**src/rtl/mem_access.sv**
```systemverilog
// mem_access: MEM pipeline stage.
//
// Issues loads and stores to the memory controller over a level req/done
// handshake. It holds the pipeline through stallreq_mem until the access
// completes. Loaded data is formatted as byte/half/word, signed or unsigned,
// and the writeback triple plus the op code go on to mem_wb.
//
// Ports:
//   clk, rst            clock; synchronous active-high reset.
//   stall[5:0]          stall vector; bit 3 stops the MEM stage.
//   mem_wd_i, mem_wreg_i, mem_wdata_i
//                       writeback triple from ex_mem.
//   mem_op_i            memory op: 0 NOP, 1 LB, 2 LH, 3 LW, 4 LBU, 5 LHU,
//                       6 SB, 7 SH, 8 SW; any other value acts as NOP.
//   mem_addr_i          effective address.
//   mem_sdata_i         store data.
//   mc_done, mc_rdata   completion pulse and load data from mem_ctrl.
//   mc_req, mc_we, mc_addr, mc_wdata, mc_width
//                       access request to mem_ctrl.
//   stallreq_mem        stall request to the stall controller.
//   mem_wd, mem_wreg, mem_wdata, memop_type_o
//                       writeback triple and op code to mem_wb.
module mem_access #(
   parameter int DATA_W = 32,
   parameter int OP_W   = 4
) (
   input  logic              clk,
   input  logic              rst,
   input  logic [5:0]        stall,
   input  logic [4:0]        mem_wd_i,
   input  logic              mem_wreg_i,
   input  logic [DATA_W-1:0] mem_wdata_i,
   input  logic [OP_W-1:0]   mem_op_i,
   input  logic [DATA_W-1:0] mem_addr_i,
   input  logic [DATA_W-1:0] mem_sdata_i,
   input  logic              mc_done,
   input  logic [DATA_W-1:0] mc_rdata,
   output logic              mc_req,
   output logic              mc_we,
   output logic [DATA_W-1:0] mc_addr,
   output logic [DATA_W-1:0] mc_wdata,
   output logic [1:0]        mc_width,
   output logic              stallreq_mem,
   output logic [4:0]        mem_wd,
   output logic              mem_wreg,
   output logic [DATA_W-1:0] mem_wdata,
   output logic [OP_W-1:0]   memop_type_o
);

   localparam logic [OP_W-1:0] OP_NOP = OP_W'(0);
   localparam logic [OP_W-1:0] OP_LB  = OP_W'(1);
   localparam logic [OP_W-1:0] OP_LH  = OP_W'(2);
   localparam logic [OP_W-1:0] OP_LW  = OP_W'(3);
   localparam logic [OP_W-1:0] OP_LBU = OP_W'(4);
   localparam logic [OP_W-1:0] OP_LHU = OP_W'(5);
   localparam logic [OP_W-1:0] OP_SB  = OP_W'(6);
   localparam logic [OP_W-1:0] OP_SH  = OP_W'(7);
   localparam logic [OP_W-1:0] OP_SW  = OP_W'(8);

   typedef enum logic [1:0] {
      ST_IDLE = 2'd0,
      ST_WAIT = 2'd1,
      ST_HOLD = 2'd2
   } state_t;

   state_t            state_r;
   state_t            state_nxt_s;
   logic [4:0]        wd_r;
   logic              wreg_r;
   logic [DATA_W-1:0] result_r;
   logic [OP_W-1:0]   op_r;

   logic              is_mem_s;
   logic              is_store_s;
   logic [1:0]        width_s;
   logic              unused_stall_s;

   // Only bit 3 of the stall vector concerns this stage.
   assign unused_stall_s = ^{stall[5:4], stall[2:0]};

   // Format load data. Stores produce no writeback value.
   function automatic logic [DATA_W-1:0] fmt_load(input logic [OP_W-1:0] op,
                                                  input logic [DATA_W-1:0] rdata);
      logic [DATA_W-1:0] res;
      case (op)
         OP_LB:   res = {{(DATA_W-8){rdata[7]}}, rdata[7:0]};
         OP_LBU:  res = {{(DATA_W-8){1'b0}}, rdata[7:0]};
         OP_LH:   res = {{(DATA_W-16){rdata[15]}}, rdata[15:0]};
         OP_LHU:  res = {{(DATA_W-16){1'b0}}, rdata[15:0]};
         OP_LW:   res = rdata;
         default: res = {DATA_W{1'b0}};
      endcase
      return res;
   endfunction

   // Decode the op into its access class and width.
   always_comb begin
      is_mem_s   = (mem_op_i >= OP_LB) && (mem_op_i <= OP_SW);
      is_store_s = (mem_op_i >= OP_SB) && (mem_op_i <= OP_SW);
      case (mem_op_i)
         OP_LB, OP_LBU, OP_SB: width_s = 2'd0;
         OP_LH, OP_LHU, OP_SH: width_s = 2'd1;
         OP_LW, OP_SW:         width_s = 2'd2;
         default:              width_s = 2'd0;
      endcase
   end

   // Next-state logic of the access FSM.
   always_comb begin
      state_nxt_s = state_r;
      case (state_r)
         ST_IDLE: begin
            if (is_mem_s) begin
               state_nxt_s = ST_WAIT;
            end else begin
               state_nxt_s = ST_IDLE;
            end
         end
         ST_WAIT: begin
            if (mc_done) begin
               state_nxt_s = ST_HOLD;
            end else begin
               state_nxt_s = ST_WAIT;
            end
         end
         ST_HOLD: begin
            // Another stall source keeps ex_mem frozen. Stay put and do not
            // issue the same access again.
            if (stall[3]) begin
               state_nxt_s = ST_HOLD;
            end else begin
               state_nxt_s = ST_IDLE;
            end
         end
         default: state_nxt_s = ST_IDLE;
      endcase
   end

   // State register, plus the result captured when mem_ctrl completes.
   always_ff @(posedge clk) begin
      if (rst) begin
         state_r  <= ST_IDLE;
         wd_r     <= 5'd0;
         wreg_r   <= 1'b0;
         result_r <= {DATA_W{1'b0}};
         op_r     <= OP_NOP;
      end else begin
         state_r <= state_nxt_s;
         if ((state_r == ST_WAIT) && mc_done) begin
            wd_r     <= mem_wd_i;
            wreg_r   <= mem_wreg_i & ~is_store_s;
            result_r <= fmt_load(mem_op_i, mc_rdata);
            op_r     <= mem_op_i;
         end
      end
   end

   // Output decode. While rst is high, every output stays at zero.
   always_comb begin
      mc_req       = 1'b0;
      mc_we        = 1'b0;
      mc_addr      = {DATA_W{1'b0}};
      mc_wdata     = {DATA_W{1'b0}};
      mc_width     = 2'd0;
      stallreq_mem = 1'b0;
      mem_wd       = 5'd0;
      mem_wreg     = 1'b0;
      mem_wdata    = {DATA_W{1'b0}};
      memop_type_o = OP_NOP;
      if (!rst) begin
         case (state_r)
            ST_IDLE: begin
               memop_type_o = mem_op_i;
               mem_wd       = mem_wd_i;
               if (is_mem_s) begin
                  // Request goes out in the same cycle to save a stall cycle.
                  mc_req       = 1'b1;
                  stallreq_mem = 1'b1;
                  mc_we        = is_store_s;
                  mc_addr      = mem_addr_i;
                  mc_wdata     = mem_sdata_i;
                  mc_width     = width_s;
               end else begin
                  mem_wreg  = mem_wreg_i;
                  mem_wdata = mem_wdata_i;
               end
            end
            ST_WAIT: begin
               // The stall keeps the ex_mem inputs stable, so drive from them.
               mc_req       = 1'b1;
               stallreq_mem = 1'b1;
               mc_we        = is_store_s;
               mc_addr      = mem_addr_i;
               mc_wdata     = mem_sdata_i;
               mc_width     = width_s;
            end
            ST_HOLD: begin
               mem_wd       = wd_r;
               mem_wreg     = wreg_r;
               mem_wdata    = result_r;
               memop_type_o = op_r;
            end
            default: begin
               mc_req = 1'b0;
            end
         endcase
      end else begin
         mc_req = 1'b0;
      end
   end

endmodule

```
**config.mk**
```make
export PLATFORM = sky130hd
export DESIGN_NAME = mem_access
export DESIGN_NICKNAME = d
export VERILOG_FILES = /design/src/rtl/mem_access.sv
export SDC_FILE = /design/constraint.sdc
export NUM_CORES = 1
export LEC_CHECK = 0
export BUFFER_PORTS_ARGS = -buffer_cell sky130_fd_sc_hd__buf_2
export CELL_PAD_IN_SITES_DETAIL_PLACEMENT = 1
export CELL_PAD_IN_SITES_GLOBAL_PLACEMENT = 2
export CORE_MARGIN = 3
export CORE_UTILIZATION = 20
export DETAILED_ROUTE_END_ITERATION = 10
export PLACE_DENSITY = 0.81
export SYNTH_ARGS = -nofsm -noshare
export SYNTH_HDL_FRONTEND = slang
export SYNTH_SLANG_ARGS = --single-unit
```
**constraint.sdc**
```tcl
create_clock -name clk -period 1.51 [get_ports clk]
set_input_delay 0.151 -clock clk [delete_from_list [all_inputs] [get_ports clk]]
set_output_delay 0.151 -clock clk [all_outputs]
set_load 0.02 [all_outputs]
```
## After elaboration in Yosys (flattened, before gate mapping)

Memory sizes are Yosys's and may differ from the RTL's.
Index checks and enable logic that the tools add are counted.

- Flip-flop bits (word level): 44
- Memories kept: 1
- Output and inout port bits: 111
- ROM bits: 32

- Eq/ne operators: 7
- Magnitude comparators: 3
- Reduce and logical (&&, ||, !) cells: 4
- Mux-type cells: 30
- Bitwise gates (word level): 2

Memory list:

| name | words | width | rd ports | clocked after memory_dff | write ports | line | RTL |
|---|---|---|---|---|---|---|---|
| (name not given) | 16 | 2 | 1 | 0 | 0 | 100 | `case (mem_op_i)` |

Operators by type and width:

| cell | number |
|---|---|
| 32-bit two-way mux | 6 |
| 32-bit one-hot mux with 2 select lines | 3 |
| 32-bit one-hot mux with 5 select lines | 1 |
| 5-bit one-hot mux with 2 select lines | 1 |
| 4-bit by 2-bit == test with 1-bit output, second input constant | 2 |
| 4-bit by 3-bit == test with 1-bit output, second input constant | 2 |
| 2-bit two-way mux | 4 |
| 4-bit one-hot mux with 2 select lines | 1 |
| 1-bit two-way mux | 7 |
| 1-bit one-hot mux with 2 select lines | 3 |
| 2-bit one-hot mux with 3 select lines | 1 |
| 5-bit two-way mux | 1 |
| 4-bit by 1-bit == test with 1-bit output, second input constant | 1 |
| 4-bit by 1-bit >= comparator with 1-bit output, second input constant | 1 |
| 4-bit by 3-bit >= comparator with 1-bit output, second input constant | 1 |
| 4-bit <= comparator, second input constant | 1 |
| 4-bit two-way mux | 1 |
| 2-bit one-hot mux with 2 select lines | 1 |
| 1-bit logical AND | 3 |
| 2-bit by 1-bit == test with 1-bit output, second input constant | 1 |
| 2-bit == test, second input constant | 1 |
| 2-bit zero test | 1 |
| 1-bit AND | 1 |
| 1-bit inverter | 1 |

## Depth between registers and ports, before layout

Gate-level depths: netlist of the first run.

- Word-level depth: 5
- Gate-level depth with buffers: 7

## Worst setup path after synthesis of the first run

Ideal clock, no wire load.

- Kind: register -> output
- Start point: register state_r[1]
- End point: output stallreq_mem
- Data required time: 1.359 ns
- Stages on the path, launching flop included: 7
- Arrival time: 1.494 ns
- Setup slack: -0.135 ns
- Buffers on the path: 4
- Cells stage by stage: dfxtp_1 clkbuf_1 nor2_1 clkbuf_1 clkbuf_1 and2_1 buf_4

- Word-level cells in the longest chain between the ends: 3
- Elaborated cells between the ends (all ways): 4
- Those cells by class: 1 x eq/ne; 2 x mux; 1 x reduce/logical

Ends and longest elaborated chain:

| what | line | RTL |
|---|---|---|
| from (decl) | 66 | `state_t state_r;` |
| from (signal assigned) | 148 | `state_r <= state_nxt_s;` |
| 2-bit by 1-bit == test with 1-bit output / 2-bit zero test (equally long branches) | - |  |
| 1-bit one-hot mux with 2 select lines (*) | - |  |
| 1-bit two-way mux (*) | - |  |
| to (decl) | 43 | `output logic stallreq_mem,` |

Every way passes the cells marked *; elsewhere a longest branch is shown, timed or not.

## Worst setup path after layout of the first run

- Start point: input mem_op_i[2]
- End point: output mc_wdata[17]

- Word-level cells in the longest chain between the ends: 5
- Elaborated cells between the ends (all ways): 6
- Those cells by class: 2 x order compare; 3 x mux; 1 x reduce/logical

Ends and longest elaborated chain:

| what | line | RTL |
|---|---|---|
| from (decl) | 33 | `input logic [OP_W-1:0] mem_op_i,` |
| 4-bit by 1-bit >= comparator with 1-bit output / 4-bit <= comparator (equally long branches) | 98 | `is_mem_s = (mem_op_i >= OP_LB) && (mem_op_i <= OP_SW);` |
| 1-bit logical AND (*) | 98 |  |
| 32-bit two-way mux (*) | 175 | `if (is_mem_s) begin` |
| 32-bit one-hot mux with 2 select lines (*) | 171 | `case (state_r)` |
| 32-bit two-way mux (*) | 170 | `if (!rst) begin` |
| to (decl) | 41 | `output logic [DATA_W-1:0] mc_wdata,` |

Marks and branches as above.

==> results of run 1 <==
-- Yosys cell counts (all sizes together), types with 2 or more instances --
cell,instances,share of area [%]
and3,64,12
nand2,61,6.7
dfxtp,44,26
nand3b,44,9.6
clkbuf,42,4.8
a22oi,40,8.7
o21ai,26,3.8
a21oi,20,3.2
buf,20,3.8
nand3,18,2.6
nor2b,18,3.3
o22ai,16,2.9
nor2,13,1.4
mux2i,10,2.9
mux2,8,2.6
nand4,8,1.5
nor3,3,0.44
or2,2,0.36
-- sequential cells by signal, indices dropped and copies added (netlist names) --
register / count
state_r: 2
wreg_r: 1
op_r: 4
result_r: 32
wd_r: 5
-- power breakdown --
part           leakage [nW]  internal, mW  switching, mW
clock network        0.0901         0.872          0.468
registers             0.357          1.18         0.0224
logic                  2.46          1.12           1.07
-- logic make-up after synthesis --
group / Yosys count
simple gates: 239
compound gates: 108
buf+inv: 63
flops: 44
mux: 18
-- how the worst max path moves through the flow --
stage                                from            end  depth (start not counted)
global route                  mem_op_i[1]   mc_wdata[12]                          7
floorplan           state_r[1]$_SDFF_PP0_  mem_wdata[22]                          5
detailed placement            mem_op_i[0]   mc_wdata[11]                          6
global placement              mem_op_i[0]   mc_wdata[23]                          6
CTS                           mem_op_i[2]   mc_wdata[13]                          7
finish                        mem_op_i[2]   mc_wdata[17]                          7
-- worst register-to-register path: stages, from the launching register on --
cell      delay, ns
dfxtp_4        0.39
buf_4          0.12
and3b_2        0.29
nand4b_4       0.27
a22oi_1        0.25
-- stage by stage --
| step | total power, mW | hold slack (ns) | setup slack (ns) | instance area [um^2] |
|---|---|---|---|---|
| final | 4.74 | 0.115 | -0.161 | 7000 |
| after CTS | 4.25 | 0.112 | -0.123 | 5910 |
| after floorplan | 2.01 | 0.287 | -0.0734 | 3480 |
| after global placement | 2.60 | 0.409 | -0.0611 | 5130 |
| after detailed placement | 2.63 | 0.416 | -0.105 | 5130 |
| after global routing | 4.94 | 0.122 | -0.210 | 7000 |
-- area by class of cell --
cell class	instances	area, um^2	area share [%]
Antenna cell	2	5.00	0.0715
Clock buffer	7	153	2.18
Clock inverter	1	30.0	0.429
Inverter	1	6.26	0.0894
Multi-Input combinational cell	366	2790	39.8
Sequential cell	44	888	12.7
Tap cell	220	275	3.93
Timing Repair Buffer	314	2860	40.8
-- layer usage --
metal / vias to the layer above / GRT usage (%) / part of all wire, %
li1: 2247 / - / -
met4: 2 / 8.15 / 3.7
met5: - / 0 / 0.062
met1: 2383 / 18.3 / 34
met3: 37 / 4.08 / 6.2
met2: 189 / 34.7 / 56
-- what timing repair did --
item	4_1_cts	5_1_grt
cloned	3	18
gates resized for setup	155	160
endpoints found under the hold margin	0	0
setup buffers	4	8
endpoints found under the setup margin	132	134
pin swaps	10	62
==> flow_summary_export.csv, run 1 <==
group,metric,value,unit
logic_synthesis,synth_top_family_by_area,"simple AND/OR/NAND/NOR gates",
status,violations,"setup timing",
detailed_routing,wirelength,21.0,mm
logic_synthesis,synth_xor_area_share,0,%
logic_synthesis,ys_seq_area_share,25.6,%
detailed_routing,ant_nets,0,
setup_path,critPathKind,"primary input to primary output",
setup_path,r2r_slack,0.10,ns
sta,timing.final.ws_setup,-0.161,ns
clocking,clkSinkCount,44,
final_layout,stdcell_count,955,
sta,maxSlewViolCount,0,
placement,hpwlAfterDp,13.2,mm
power,p_leak,2.91,nW
clocking,numCtsBuffers,5,
setup_path,end_kind,"primary output",
clocking,clk_latency,0.29,ns
logic_synthesis,synthMuxAreaShare,5.53,%
sta,hold_viol,0,
logic_synthesis,ys_warn_count,0,
sta,finalSetupViolations,109,
detailed_routing,drt_iter0_drc,243,
setup_path,slowest_delay,0.35,ns
clocking,cts.htree.levels,2,
setup_path,required,1.36,ns
logic_synthesis,yosys.area_share.adder,0,%
floorplanning,die_w,137,um
detailed_routing,post_drt_wl_per_cell,22.0,um
job,maxCapViolations,0,
grt,overflow,0,
floorplanning,die_area,18800,um^2
grt,grt_max_degree,67,
placement,io_buffers,252,
logic_synthesis,syn_inst,472,
power,max-vdd-ir-drop,0.411,mV
clocking,cts_tree,"built",
sta,period_minus_slack,1.67,ns
grt,antenna_found_initial,4,
logic_synthesis,yosys_most_used_dff,"dfxtp_1",
final_layout,final_common_cell,"buf_2",
sta,rsz0062_at_grt,"true",
min_path,hold-path-endpoint,"wd_r[1]$_SDFFE_PP0P_",
sta,skew,0.00950,ns
setup_path,r2r_end,"result_r[26]$_SDFFE_PP0P_",
logic_synthesis,synth_edf_count,0,
placement,gp_congestion,0.969,
min_path,holdPathStages,3,
setup_path,r2r_start,"state_r[0]$_SDFF_PP0_",
sta,finalCritPeriodShare,111,%
sta,worstMarginPinSlew,0.627,ns
logic_synthesis,synth_compound_area_share,20.2,%
detailed_routing,dr_total_vias,4858,
floorplanning,ios,258,
clocking,clkTransAtPathRegs,0.06,ns
setup_path,cp_max_fo,8,
final_layout,utilization,41.9,%
logic_synthesis,synth-simple-area-share,39.9,%
final_layout,final_nets,879,
logic_synthesis,yosysUniqueCellTypes,38,
min_path,hold_class,"primary input to register",
logic_synthesis,ys_async_sr_fraction,0,%
setup_path,r2r_cells,4,
grt,grtUsageTotal,18.0,%
final_layout,drive_gt1_share,58.9,%
setup_path,startpoint_type,"primary input",
floorplanning,start_util,20.6,%
floorplanning,rows,47,
setup_path,cpMaxStageDelayCell,"o31a_1",
setup_path,cp.buffers_inverters,4,
setup_path,crit_top_cell,"buf_6",
clocking,cts-root-buf,"clkbuf_16",
logic_synthesis,synth-seq-cells,44,
logic_synthesis,synth.net_count,619,
final_layout,areaGrowthSynthToFinish,104,%
floorplanning,core-area,16700,um^2
logic_synthesis,netlist_area,3440,um^2
detailed_routing,viasPerCell,5.09,
status,status,"finished with violations",
final_layout,fillers,1932,
placement,dpl.cell_count,913,
final_layout,layout_common_cells,"buf_2, buf_6, nand2_1",
power,p_per_area,677,nW/um^2
grt,grt_first_pass_wirelength,26.4,mm
setup_path,crit_family,"compound AO/OA/AOI/OAI gates",
clocking,ctsHoldBuffers,0,
sta,final.setup.tns,-11.01,ns
setup_path,cp_data_arrival_time,1.52,ns
sta,fmax,599,MHz
setup_path,path_cells,"buf_6 -> o31a_1 -> o21ai_4 -> buf_12 -> clkbuf_16 -> and3_4 -> buf_6",
floorplanning,die_h,137,um
min_path,hp-start,"mem_wd_i[1]",
detailed_routing,drc,0,
sta,maxSlewHeadroom,58.1,%
clocking,clk_path_buf_depth,2,
logic_synthesis,synth_area_per_cell,7.28,um^2
detailed_routing,firstDrtPassIters,4,
grt,grt_pass1_vias,4839,
Power figures use the tool's default switching activity.
==> inputs of run 2 (changes only) <==
--- a/config.mk
+++ b/config.mk
@@ -10,6 +10,7 @@
 export CELL_PAD_IN_SITES_GLOBAL_PLACEMENT = 2
 export CORE_MARGIN = 3
 export CORE_UTILIZATION = 20
+export CTS_BUF_LIST = sky130_fd_sc_hd__clkbuf_16
 export DETAILED_ROUTE_END_ITERATION = 10
 export PLACE_DENSITY = 0.81
 export SYNTH_ARGS = -nofsm -noshare
==> constraint.sdc (replaced) <==
create_clock -name clk -period 1.6 [get_ports clk]
set_input_delay 0.16 -clock clk [delete_from_list [all_inputs] [get_ports clk]]
set_output_delay 0.16 -clock clk [all_outputs]
set_load 0.02 [all_outputs]
==> flow_summary_export.csv, run 2 (same netlist as run 1, synthesis figures left out) <==
group,metric,value,unit
status,status,"finished with violations",
status,violations,"setup timing",
final_layout,final_nets,875,
final_layout,reg_top3,"result_r: 32 flops, wd_r: 5 flops, op_r: 4 flops",
final_layout,multi_input_area,2710,um^2
final_layout,drive_gt1_share,57.9,%
grt,antenna_found_initial,1,
final_layout,layout_common_cells,"buf_2, buf_6, buf_4",
setup_path,crit_family,"buffers and inverters",
sta,final.setup.tns,-4.15,ns
final_layout,final_common_cell,"buf_2",
floorplanning,ios,258,
final_layout,largest_register_ff_count,32,
sta,timing.final.ws_setup,-0.0888,ns
floorplanning,die_w,137,um
final_layout,regMostFlops,"result_r",
clocking,clk_latency,0.29,ns
clocking,numCtsBuffers,5,
floorplanning,core-area,16700,um^2
setup_path,r2r_slack,0.11,ns
setup_path,path_cells,"buf_8 -> buf_4 -> nor4_4 -> buf_4 -> nor2_4 -> buf_12 -> o22ai_1 -> buf_4",
final_layout,fillers,1972,
floorplanning,die_h,137,um
placement,pre_cts_slack,-0.0994,ns
placement,dpl.cell_count,906,
placement,dpl_cell_area,4990,um^2
setup_path,cp.buffers_inverters,5,
setup_path,slowest_delay,0.35,ns
clocking,cts-root-buf,"clkbuf_16",
detailed_routing,ant_nets,0,
clocking,clkTransAtPathRegs,0.07,ns
floorplanning,die_area,18800,um^2
final_layout,areaGrowthSynthToFinish,94.7,%
setup_path,required,1.44,ns
setup_path,cp_data_arrival_time,1.53,ns
detailed_routing,drt_iter0_drc,129,
setup_path,startpoint_type,"primary input",
clocking,cts_tree,"built",
placement,hpwlAfterDp,12.4,mm
power,power,4.15,mW
grt,overflow,0,
placement,io_buffers,252,
final_layout,stdcell_count,950,
sta,period_minus_slack,1.69,ns
sta,finalSetupViolations,96,
power,max-vdd-ir-drop,0.370,mV
power,p_leak,2.83,nW
setup_path,cpMaxStageDelayCell,"nor4_4",
detailed_routing,firstDrtPassIters,4,
sta,maxSlewViolCount,0,
detailed_routing,viasPerCell,5.09,
job,maxCapViolations,0,
clocking,clk_path_buf_depth,2,
setup_path,critPathKind,"primary input to primary output",
floorplanning,start_util,20.6,%
final_layout,stdcell_area,6690,um^2
clocking,cts.htree.levels,2,
sta,hold_viol,0,
detailed_routing,dr_total_vias,4840,
sta,worstMarginPinSlew,0.681,ns
grt,grt_pass1_vias,4939,
sta,finalCritPeriodShare,106,%
power,p_per_area,620,nW/um^2
floorplanning,rows,47,
setup_path,end_kind,"primary output",
sta,skew,0.00379,ns
detailed_routing,post_drt_wl_per_cell,21.5,um
grt,grt_max_degree,46,
sta,fmax,592,MHz
grt,grt_first_pass_wirelength,26.2,mm
detailed_routing,drc,0,
detailed_routing,wirelength,20.5,mm
sta,rsz0062_at_grt,"true",
setup_path,crit_top_cell,"buf_4",
grt,grtUsageTotal,18.0,%
min_path,hold_class,"primary input to register",
setup_path,cp_max_fo,24,
final_layout,ff_latch_area,888,um^2
placement,gp_congestion,0.822,
sta,maxSlewHeadroom,54.6,%
clocking,clkSinkCount,44,
-- run 2: worst paths after layout --
check	from	endpoint	cells after the start
max reg2reg	state_r[1]$_SDFF_PP0_	result_r[28]$_SDFFE_PP0P_	3
min reg2reg	wd_r[3]$_SDFFE_PP0P_	wd_r[3]$_SDFFE_PP0P_	2
max	mem_op_i[2]	mem_wdata[25]	8
min	mem_wd_i[0]	wd_r[0]$_SDFFE_PP0P_	3
-- run 2: repair_timing --
item | CTS | global route
setup buffers | 8 | 10
hold buffers | 0 | 0
cloned | 6 | 14
resized for setup | 126 | 171
endpoints found under the setup margin | 110 | 112
pin swaps | 14 | 57
-- run 2: per-stage QoR --
stage	util, %	hold slack [ns]
floorplan	-	0.296
global placement	29.9	0.417
detailed placement	29.9	0.422
CTS	34.2	0.103
global route	40.1	0.112
finish	40.1	0.117
-- run 2: routing by layer --
layer,share of wire (%),GRT usage [%],wire (um),vias up
met1,38,19.9,7720,2376
met3,6.8,4.96,1390,31
met2,53,33.5,10900,194
met4,2.1,5.27,435,0
met5,0,0,0,-
li1,-,-,-,2239
-- run 2: power by group --
part / leakage (nW) / internal (mW) / switching, mW
combinational: 2.40 / 0.978 / 0.980
sequential: 0.357 / 1.12 / 0.0214
clock: 0.0736 / 0.577 / 0.473
total: 2.83 / 2.67 / 1.47
-- run 2: layout make-up --
cell class,count,share of cell area (%)
inverter,1,0.0935
clock inverter,3,0.280
multi-input combinational,365,40.5
clock buffer,5,1.87
antenna,1,0.0374
tap,220,4.11
timing repair buffer,311,39.8
sequential,44,13.3
-- run 2: worst min-delay path: cells and delay by family --
kind / cells / cell delay (ns)
buffers and inverters: 1 / 0.11
AND/OR/NAND/NOR: 1 / 0.05
AO/OA/AOI/OAI: 1 / 0.05
